[src/rtl/display_scan_ctrl_if.sv]
// rtl/display_scan_ctrl_if.sv - write/commit/enable inputs and decoder/anode outputs of the scan controller
interface display_scan_ctrl_if #(
  parameter int NUM_DIG = 4
);
  localparam int IW = $clog2(NUM_DIG);

  logic               enable;
  logic               wr_en;
  logic [IW-1:0]      wr_addr;
  logic [4:0]         wr_data;
  logic               commit;
  logic [NUM_DIG-1:0] blink_mask;
  logic [7:0]         dec_code;
  logic [NUM_DIG-1:0] an_n;
  logic               commit_pending;
  logic               frame_tick;

  modport master (
    output enable, wr_en, wr_addr, wr_data, commit, blink_mask,
    input  dec_code, an_n, commit_pending, frame_tick
  );

  modport slave (
    input  enable, wr_en, wr_addr, wr_data, commit, blink_mask,
    output dec_code, an_n, commit_pending, frame_tick
  );
endinterface

[src/rtl/display_scan_ctrl.sv]
// rtl/display_scan_ctrl.sv - multiplexed 7-segment scan with blank gaps and frame-boundary commit
// Optional blinking of masked digits is built when BLINK_EN is defined.
module display_scan_ctrl #(
  parameter int NUM_DIG      = 4,
  parameter int PRESCALE     = 50000,
  parameter int BLANK_CYC    = 500,
  parameter int BLINK_FRAMES = 64
) (
  input  logic                 clk,
  input  logic                 rst_n,
  display_scan_ctrl_if.slave   bus
);
  localparam int IW   = $clog2(NUM_DIG);
  localparam int MAXC = (PRESCALE > BLANK_CYC) ? PRESCALE : BLANK_CYC;
  localparam int CW   = $clog2(MAXC + 1);

  typedef enum logic {ST_BLANK, ST_SHOW} state_e;

  state_e             state_q, state_d;
  logic [CW-1:0]      cnt_q, cnt_d;
  logic [IW-1:0]      idx_q, idx_d;
  logic [4:0]         shadow_q [NUM_DIG];
  logic [4:0]         shadow_d [NUM_DIG];
  logic [4:0]         active_q [NUM_DIG];
  logic [4:0]         active_d [NUM_DIG];
  logic               commit_pending_q, commit_pending_d;
  logic               frame_tick_q, frame_tick_d;
  logic [NUM_DIG-1:0] an_n_q, an_n_d;
  logic [7:0]         dec_code_q, dec_code_d;
  logic               wrap;
  logic               blink_dark;

  always_comb begin
    state_d = state_q;
    cnt_d   = cnt_q;
    idx_d   = idx_q;
    wrap    = 1'b0;
    if (!bus.enable) begin
      state_d = ST_BLANK;
      cnt_d   = '0;
    end else if (state_q == ST_BLANK) begin
      if (cnt_q == CW'(BLANK_CYC - 1)) begin
        state_d = ST_SHOW;
        cnt_d   = '0;
      end else begin
        cnt_d = cnt_q + 1'b1;
      end
    end else begin
      if (cnt_q == CW'(PRESCALE - 1)) begin
        state_d = ST_BLANK;
        cnt_d   = '0;
        if (idx_q == IW'(NUM_DIG - 1)) begin
          idx_d = '0;
          wrap  = 1'b1;
        end else begin
          idx_d = idx_q + 1'b1;
        end
      end else begin
        cnt_d = cnt_q + 1'b1;
      end
    end
  end

  // The copy reads shadow_q, so a write in the wrap cycle misses this frame,
  // and a commit in that cycle re-arms the pending flag after it is cleared.
  always_comb begin
    shadow_d         = shadow_q;
    active_d         = active_q;
    commit_pending_d = commit_pending_q;
    if (wrap && commit_pending_q) begin
      active_d         = shadow_q;
      commit_pending_d = 1'b0;
    end
    if (bus.commit) begin
      commit_pending_d = 1'b1;
    end
    if (bus.wr_en && ({1'b0, bus.wr_addr} < (IW + 1)'(NUM_DIG))) begin
      shadow_d[bus.wr_addr] = bus.wr_data;
    end
  end

`ifdef BLINK_EN
  localparam int FW = $clog2(BLINK_FRAMES + 1);

  logic [FW-1:0] frame_cnt_q, frame_cnt_d;
  logic          blink_phase_q, blink_phase_d;

  always_comb begin
    frame_cnt_d   = frame_cnt_q;
    blink_phase_d = blink_phase_q;
    if (wrap) begin
      if (frame_cnt_q == FW'(BLINK_FRAMES - 1)) begin
        frame_cnt_d   = '0;
        blink_phase_d = ~blink_phase_q;
      end else begin
        frame_cnt_d = frame_cnt_q + 1'b1;
      end
    end
    blink_dark = blink_phase_d & bus.blink_mask[idx_d];
  end

  always_ff @(posedge clk or negedge rst_n) begin
    if (!rst_n) begin
      frame_cnt_q   <= '0;
      blink_phase_q <= 1'b0;
    end else begin
      frame_cnt_q   <= frame_cnt_d;
      blink_phase_q <= blink_phase_d;
    end
  end
`else
  logic unused_blink;
  assign unused_blink = (^bus.blink_mask) ^ (BLINK_FRAMES > 0);
  assign blink_dark   = 1'b0;
`endif

  // Outputs are derived from the next-state values so they move with state/idx.
  always_comb begin
    an_n_d = '1;
    if (state_d == ST_SHOW && !blink_dark) begin
      an_n_d[idx_d] = 1'b0;
    end
    dec_code_d   = {3'b000, active_d[idx_d]};
    frame_tick_d = wrap;
  end

  always_ff @(posedge clk or negedge rst_n) begin
    if (!rst_n) begin
      state_q          <= ST_BLANK;
      cnt_q            <= '0;
      idx_q            <= '0;
      shadow_q         <= '{default: '0};
      active_q         <= '{default: '0};
      commit_pending_q <= 1'b0;
      frame_tick_q     <= 1'b0;
      an_n_q           <= '1;
      dec_code_q       <= '0;
    end else begin
      state_q          <= state_d;
      cnt_q            <= cnt_d;
      idx_q            <= idx_d;
      shadow_q         <= shadow_d;
      active_q         <= active_d;
      commit_pending_q <= commit_pending_d;
      frame_tick_q     <= frame_tick_d;
      an_n_q           <= an_n_d;
      dec_code_q       <= dec_code_d;
    end
  end

  assign bus.an_n           = an_n_q;
  assign bus.dec_code       = dec_code_q;
  assign bus.commit_pending = commit_pending_q;
  assign bus.frame_tick     = frame_tick_q;
endmodule

[src/flat_wrapper.sv]
// flat-port wrapper written by rule: the top's interface ports become plain ports
module display_scan_ctrl_flat 
#(
  parameter int NUM_DIG      = 4,
  parameter int PRESCALE     = 50000,
  parameter int BLANK_CYC    = 500,
  parameter int BLINK_FRAMES = 64
)
  (clk, rst_n, bus_enable, bus_wr_en, bus_wr_addr, bus_wr_data, bus_commit, bus_blink_mask, bus_dec_code, bus_an_n, bus_commit_pending, bus_frame_tick);
  display_scan_ctrl_if #(.NUM_DIG(NUM_DIG)) bus_i ();
  input  logic clk;
  input  logic rst_n;
  input wire logic [$bits(bus_i.enable)-1:0] bus_enable;
  input wire logic [$bits(bus_i.wr_en)-1:0] bus_wr_en;
  input wire logic [$bits(bus_i.wr_addr)-1:0] bus_wr_addr;
  input wire logic [$bits(bus_i.wr_data)-1:0] bus_wr_data;
  input wire logic [$bits(bus_i.commit)-1:0] bus_commit;
  input wire logic [$bits(bus_i.blink_mask)-1:0] bus_blink_mask;
  output wire logic [$bits(bus_i.dec_code)-1:0] bus_dec_code;
  output wire logic [$bits(bus_i.an_n)-1:0] bus_an_n;
  output wire logic [$bits(bus_i.commit_pending)-1:0] bus_commit_pending;
  output wire logic [$bits(bus_i.frame_tick)-1:0] bus_frame_tick;
  assign bus_i.enable = bus_enable;
  assign bus_i.wr_en = bus_wr_en;
  assign bus_i.wr_addr = bus_wr_addr;
  assign bus_i.wr_data = bus_wr_data;
  assign bus_i.commit = bus_commit;
  assign bus_i.blink_mask = bus_blink_mask;
  assign bus_dec_code = bus_i.dec_code;
  assign bus_an_n = bus_i.an_n;
  assign bus_commit_pending = bus_i.commit_pending;
  assign bus_frame_tick = bus_i.frame_tick;
  display_scan_ctrl #(.NUM_DIG(NUM_DIG), .PRESCALE(PRESCALE), .BLANK_CYC(BLANK_CYC), .BLINK_FRAMES(BLINK_FRAMES)) u_core (.clk(clk), .rst_n(rst_n), .bus(bus_i));
endmodule
[config.mk]
export PLATFORM = sky130hd
export DESIGN_NAME = display_scan_ctrl_flat
export DESIGN_NICKNAME = d
export VERILOG_FILES = /design/src/rtl/display_scan_ctrl_if.sv /design/src/rtl/display_scan_ctrl.sv /design/src/flat_wrapper.sv
export SDC_FILE = /design/constraint.sdc
export NUM_CORES = 1
export LEC_CHECK = 0
export CORE_ASPECT_RATIO = 0.75
export CORE_UTILIZATION = 55
export DETAILED_ROUTE_END_ITERATION = 12
export GPL_TIMING_DRIVEN = 0
export PLACE_DENSITY = 0.84
export SLEW_MARGIN = 15
export SYNTH_ARGS = -nofsm -noshare
export SYNTH_HDL_FRONTEND = slang
export SYNTH_SLANG_ARGS = --single-unit
[constraint.sdc]
create_clock -name clk -period 3.3 [get_ports clk]
set_input_delay 0.66 -clock clk [delete_from_list [all_inputs] [get_ports clk]]
set_output_delay 0.66 -clock clk [all_outputs]
set_load 0.005 [all_outputs]
==> results_dict.tcl, run 1 <==
set metrics [dict create \
    status "completed" \
    vias_per_cell 5.24 \
    crit_path_start "u_core.cnt_q[11]" \
    cap_violations 0 \
    drc_errors 0 \
    cts_buffer_depth 2 \
    fmax_ghz 0.364 \
    fin_crit_ns 2.74 \
    antenna_found_initial 0 \
    post_cts_buffers 0 \
    p_leak_nw 1.72 \
    worst_ep_required_time_ns 3.58 \
    die_h_um 65.6 \
    drt_iter0_drc 94 \
    die_x_um 86.8 \
    path_max_fanout 8 \
    numPortBuffers 22 \
    grt_pass1_wl_mm 8.89 \
    rrSetupSlack_ns 0.56 \
    syn_inst 222 \
    synth-edff-count 0 \
    syn_to_final_growth_pct 19.4 \
    initial_core_util_pct 58.9 \
    rows 22 \
    ctsResizeCount 0 \
    dieArea_um2 5690 \
    antenna_cells 0 \
    critPathSlowestCell "mux2i_2" \
    met1_usage_pct 30.7 \
    busiest_layer "met2" \
    tns_ns 0 \
    drv_slew 0 \
    reg2reg_to "u_core.bus.an_n[1]" \
    grt_use_met3_pct 9.05 \
    r2r_cells 6 \
    async_flop_share_pct 100 \
    endpoint "u_core.bus.an_n[1]" \
    worst_pin_slew_ns 0.875 \
    wl_mm 5.17 \
    grt-ovfl-total 0 \
    fillers 343 \
    hold_class "in -> async" \
    clkSlewWorstSetupHoldPaths_ns 0.07 \
    vias 1755 \
    fp.coreArea_um2 5040 \
    io_pins 30 \
    tritoncts.num_buffers 9 \
    cts_tree "yes" \
    ys_seq_area_share_pct 59.2 \
    fin_util_pct 70.3 \
    drt-pass1-iter-count 4 \
    dp_hpwl_mm 3.49 \
    grt_usage_pct 21.9 \
    p_per_area_nw_per_um2 524 \
    grt_max_degree 44 \
    ys.flop_type "dfrtp_1" \
    slew_headroom_pct 41.5 \
    ir_worst_vdd_mv 0.362 \
    endpoint_kind "flip-flop" \
    finClkSkew_ns 0.0106 \
    synth.avg_cell_area_um2 13.4 \
    synth.ff_latch_count 70 \
    cts_max_level 3 \
    timing.rr.start "u_core.cnt_q[11]" \
    start_kind "flip-flop" \
    crit_type "reg -> reg" \
    cts.sinks 70 \
    netlist_area_um2 2970 \
    place.gp.congestion 0.805 \
    cp_cell_sequence "or4_4, or4_4, or2_4, mux2i_2, inv_1, nand3_1" \
    drt.antenna.violating_nets 0 \
    ys_top_cells_by_area "dfrtp_1, mux2_2, mux2i_1" \
    rsz0062_at_grt "no" \
    hold_viol 0 \
    synth.distinct_cells 34 \
    layout-drive-gt1-share_pct 28.1 \
    yosysTopAreaCellShare_pct 55.7 \
    fin_nets 276 \
    cts_hold_buf 0 \
    cp_common_cell "or4_4" \
    clock_latency_ns 0.35 \
    max_stage_delay_ns 0.62 \
    avgRoutedWirePerCell_um 15.4 \
    min_period_over_period_pct 83.1 \
    setup_viol 0 \
    crit_arrival_ns 3.03 \
    root_buffer "clkbuf_8" \
    yosysTopAreaCell "dfrtp_1" \
    ys_top_cells_by_count "dfrtp_1, mux2_2, nor2_1, mux2i_1, nand3_1" \
    first_global_vias 1792 \
    yosysWarnings 0 \
    use_met2_pct 31.5 \
    synth_most_common_cell "dfrtp_1" \
]
-- worst min path at each step --
stage	from	end	slack, ns
after floorplan	rst_n	u_core.active_q[0]	0.36
after global placement	u_core.cnt_q[0]	u_core.cnt_q[0]	0.47
after detailed placement	u_core.cnt_q[0]	u_core.cnt_q[0]	0.49
after CTS	rst_n	u_core.cnt_q[3]	0.23
after global routing	rst_n	u_core.cnt_q[0]	0.23
final	rst_n	u_core.cnt_q[0]	0.22
-- final cells by class --
class / count / area, µm² / area share (%)
sequential: 70 / 1760 / 49.6
multi-input combinational: 141 / 1140 / 32.1
timing repair buffer: 23 / 238 / 6.72
clock buffer: 10 / 128 / 3.61
clock inverter: 6 / 111 / 3.15
tap: 72 / 90.1 / 2.55
buffer: 7 / 56.3 / 1.59
inverter: 6 / 22.5 / 0.636
-- worst max-delay path: cells and delay by family (launching register included) --
| family | cells | cell delay, ns |
|---|---|---|
| buf+inv | 1 | 0.19 |
| flops | 1 | 0.43 |
| mux | 1 | 0.62 |
| simple gates | 4 | 1.46 |
-- kinds of logic after synthesis --
group | Yosys count | share of synthesized area (%)
adder cells (fa/ha/maj) | 2 | 0.844
buffers and inverters | 13 | 2.66
multiplexers | 57 | 21.5
other | 1 | 0.126
XOR/XNOR | 13 | 3.84
AO/OA/AOI/OAI | 4 | 0.844
flip-flops | 70 | 59.2
AND/OR/NAND/NOR | 62 | 11.0
-- registers in the layout, summed over array words and instances, names as in the netlist --
name	flops
u_core.active_q	20
u_core.bus.an_n	4
u_core.bus.commit_pending	1
u_core.bus.dec_code	5
u_core.bus.frame_tick	1
u_core.cnt_q	16
u_core.idx_q	2
u_core.shadow_q	20
u_core.state_q	1
-- per-stage QoR --
| stage | hold slack, ns | instance area, µm² | std cells | worst slack [ns] | power (mW) |
|---|---|---|---|---|---|
| 4_1_cts | 0.226 | 3540 | 335 | 0.578 | 1.87 |
| 5_1_grt | 0.230 | 3540 | 335 | 0.451 | 1.94 |
| 3_3_place_gp | 0.474 | 3280 | 318 | -0.615 | 1.04 |
| 2_1_floorplan | 0.364 | 2970 | 224 | 0.806 | 0.999 |
| 6_report | 0.224 | 3540 | 335 | 0.556 | 1.86 |
| 3_5_place_dp | 0.486 | 3300 | 319 | 0.595 | 1.05 |
-- power by group --
group          switching, mW  internal (mW)  total, mW
logic                 0.0479         0.0575      0.105
registers             0.0277          0.907      0.935
clock network          0.314          0.502      0.816
-- cells in the final DEF, fill, tap and decap left out, types with 3 or more instances in the layout --
cell / instances
and3_1: 4
buf_4: 4
bufinv_16: 3
clkbuf_8: 9
clkdlybuf4s50_1: 21
conb_1: 3
dfrtp_1: 66
dfstp_2: 4
inv_1: 6
mux2_2: 40
mux2i_1: 15
nand2_1: 10
nand3_1: 11
nor2_1: 21
xnor2_1: 5
xor2_1: 8
-- metal layers --
layer | up-vias | wire length (µm)
met5 | - | 0
met4 | 0 | 42
met3 | 4 | 209
met2 | 40 | 2310
met1 | 867 | 2610
li1 | 844 | -
(Power assumes the default switching activity.)
==> run 2: changes to the inputs <==
==> constraint.sdc (replaced) <==
create_clock -name clk -period 2.6 [get_ports clk]
set_input_delay 0.52 -clock clk [delete_from_list [all_inputs] [get_ports clk]]
set_output_delay 0.52 -clock clk [all_outputs]
set_load 0.005 [all_outputs]
==> run 2 against run 1 <==
Effect of this change:
- the flow now finishes with violations (negative setup slack)
- utilization is 1.9 points higher
- via count is 2.1% higher
- worst hold slack worse by 0.14 ns
- highest routed layer unchanged
==> results_dict.tcl, run 2 (same netlist as run 1, synthesis figures left out) <==
set metrics [dict create \
    status "finished with violations" \
    violations "negative setup slack" \
    first_global_vias 1821 \
    ir_worst_vdd_mv 0.457 \
    most-common-layout-cells "dfrtp_1, mux2_2, clkdlybuf4s50_1" \
    root_buffer "clkbuf_8" \
    fin_ws_ns -0.00360 \
    min_period_over_period_pct 100 \
    worst_pin_slew_ns 0.885 \
    crit_type "reg -> reg" \
    grt_pass1_wl_mm 9.01 \
    numPortBuffers 22 \
    clock_power_share_pct 43.9 \
    p_per_area_nw_per_um2 649 \
    drc_errors 0 \
    fp.coreArea_um2 5040 \
    slew_headroom_pct 40.9 \
    syn_to_final_growth_pct 22.7 \
    dp_hpwl_mm 3.49 \
    fin_nets 285 \
    worst_ep_required_time_ns 2.82 \
    cts_max_level 3 \
    grt-ovfl-total 0 \
    fin_crit_ns 2.60 \
    dieArea_um2 5690 \
    start_kind "flip-flop" \
    avgRoutedWirePerCell_um 15.5 \
    grt_usage_pct 22.2 \
    seqPwrFrac_pct 50.2 \
    cts.sinks 70 \
    drt.antenna.violating_nets 0 \
    io_pins 30 \
    cts_hold_buf 0 \
    power_frac_comb_pct 5.8 \
    initial_core_util_pct 58.9 \
    hold_viol 0 \
    p_sw_mw 0.497 \
    rrSetupSlack_ns -0.004 \
    crit_arrival_ns 2.82 \
    largest_registers "u_core.active_q (20), u_core.shadow_q (20), u_core.cnt_q (16)" \
    endpoint_kind "flip-flop" \
    clock_latency_ns 0.35 \
    vias_per_cell 5.21 \
    tns_ns -0.00360 \
    rows 22 \
    clkSlewWorstSetupHoldPaths_ns 0.08 \
    antenna_cells 0 \
    grt_max_degree 44 \
    hold_class "in -> async" \
    fillers 325 \
    switching_share_pct 21.0 \
    drt-pass1-iter-count 4 \
    drt_iter0_drc 77 \
    drv_slew 0 \
    rsz0062_at_grt "yes" \
    final_common_cell "dfrtp_1" \
    tritoncts.num_buffers 9 \
    setup_viol 1 \
    cts_tree "yes" \
    die_x_um 86.8 \
    place.gp.congestion 0.805 \
    die_h_um 65.6 \
    p_leak_nw 1.76 \
    fmax_ghz 0.384 \
    wl_mm 5.33 \
    finClkSkew_ns 0.0102 \
    path_max_fanout 8 \
    cap_violations 0 \
    antenna_found_initial 0 \
    layout-drive-gt1-share_pct 32.0 \
    vias 1792 \
    placed_area_um2 3300 \
    internal-power_mw 1.86 \
    cts_buffer_depth 2 \
    final_area_um2 3640 \
]
==> run 2: changes by cell type in the layout (fill, tap and decap cells not counted), sizes merged <==
| cell | before | now |
|---|---|---|
| buf | 8 | 17 |
==> run 2: layer usage <==
layer  wire length, µm  vias to the layer above  GRT usage [%]
met1              2570                      884           30.9
met2              2420                       44           31.9
met4                55                        0           6.46
met3               289                        6           9.05
li1                  -                      858              -
met5                 0                        -              0
==> run 2: stage by stage <==
| stage | hold slack (ns) | setup WS, ns | instances | utilization, % | power, mW |
|---|---|---|---|---|---|
| 2_1_floorplan | 0.224 | 0.106 | 224 | - | 1.27 |
| 3_3_place_gp | 0.474 | -1.18 | 318 | 65.2 | 1.32 |
| 3_5_place_dp | 0.456 | -0.105 | 319 | 65.5 | 1.34 |
| 4_1_cts | 0.0861 | 0.0120 | 340 | 71.5 | 2.37 |
| 5_1_grt | 0.0896 | -0.0942 | 344 | 72.2 | 2.46 |
| 6_report | 0.0833 | -0.00360 | 344 | 72.2 | 2.36 |
==> run 2: path summary, 6_finish.rpt <==
| kind | from | endpoint | cells after the start |
|---|---|---|---|
| min in group clk | u_core.cnt_q[0] | u_core.cnt_q[0] | 1 |
| min | rst_n | u_core.cnt_q[0] | 1 |
| max reg2reg | u_core.cnt_q[7] | u_core.bus.dec_code[3] | 7 |
| min reg2reg | u_core.cnt_q[0] | u_core.cnt_q[0] | 1 |
| max | u_core.cnt_q[7] | u_core.bus.dec_code[3] | 7 |
| max in group asynchronous | rst_n | u_core.active_q[11] | 2 |
==> run 2: final cells by class <==
class / instances / area (µm²) / share of cell area [%]
multi-input combinational: 141 / 1150 / 31.8
inverter: 6 / 22.5 / 0.619
clock buffer: 10 / 128 / 3.51
sequential: 70 / 1760 / 48.3
tap: 72 / 90.1 / 2.48
timing repair buffer: 32 / 305 / 8.39
buffer: 7 / 68.8 / 1.89
clock inverter: 6 / 111 / 3.06
==> run 2: critical path, stage by stage, from the launching register on <==
cell and delay (ns):
dfrtp_1 0.39, or4bb_1 0.53, or4_4 0.52, or2_4 0.28, mux2i_4 0.26, buf_12 0.18
mux2i_1 0.23, mux2i_1 0.09
==> run 2: timing repair <==
action                                  in CTS  in global routing
pin swaps                                    3                  3
endpoints found under the setup margin      15                 17
buffers inserted                             5                  4
resized for setup                            6                  3
==> run 2: power groups by stage <==
stage	clock, mW	combinational [mW]	sequential, mW
finish	1.04	0.137	1.19
global route	1.12	0.154	1.19
CTS	1.05	0.137	1.18
detailed placement	0	0.135	1.20
global placement	0	0.125	1.20
floorplan	0	0.0753	1.19
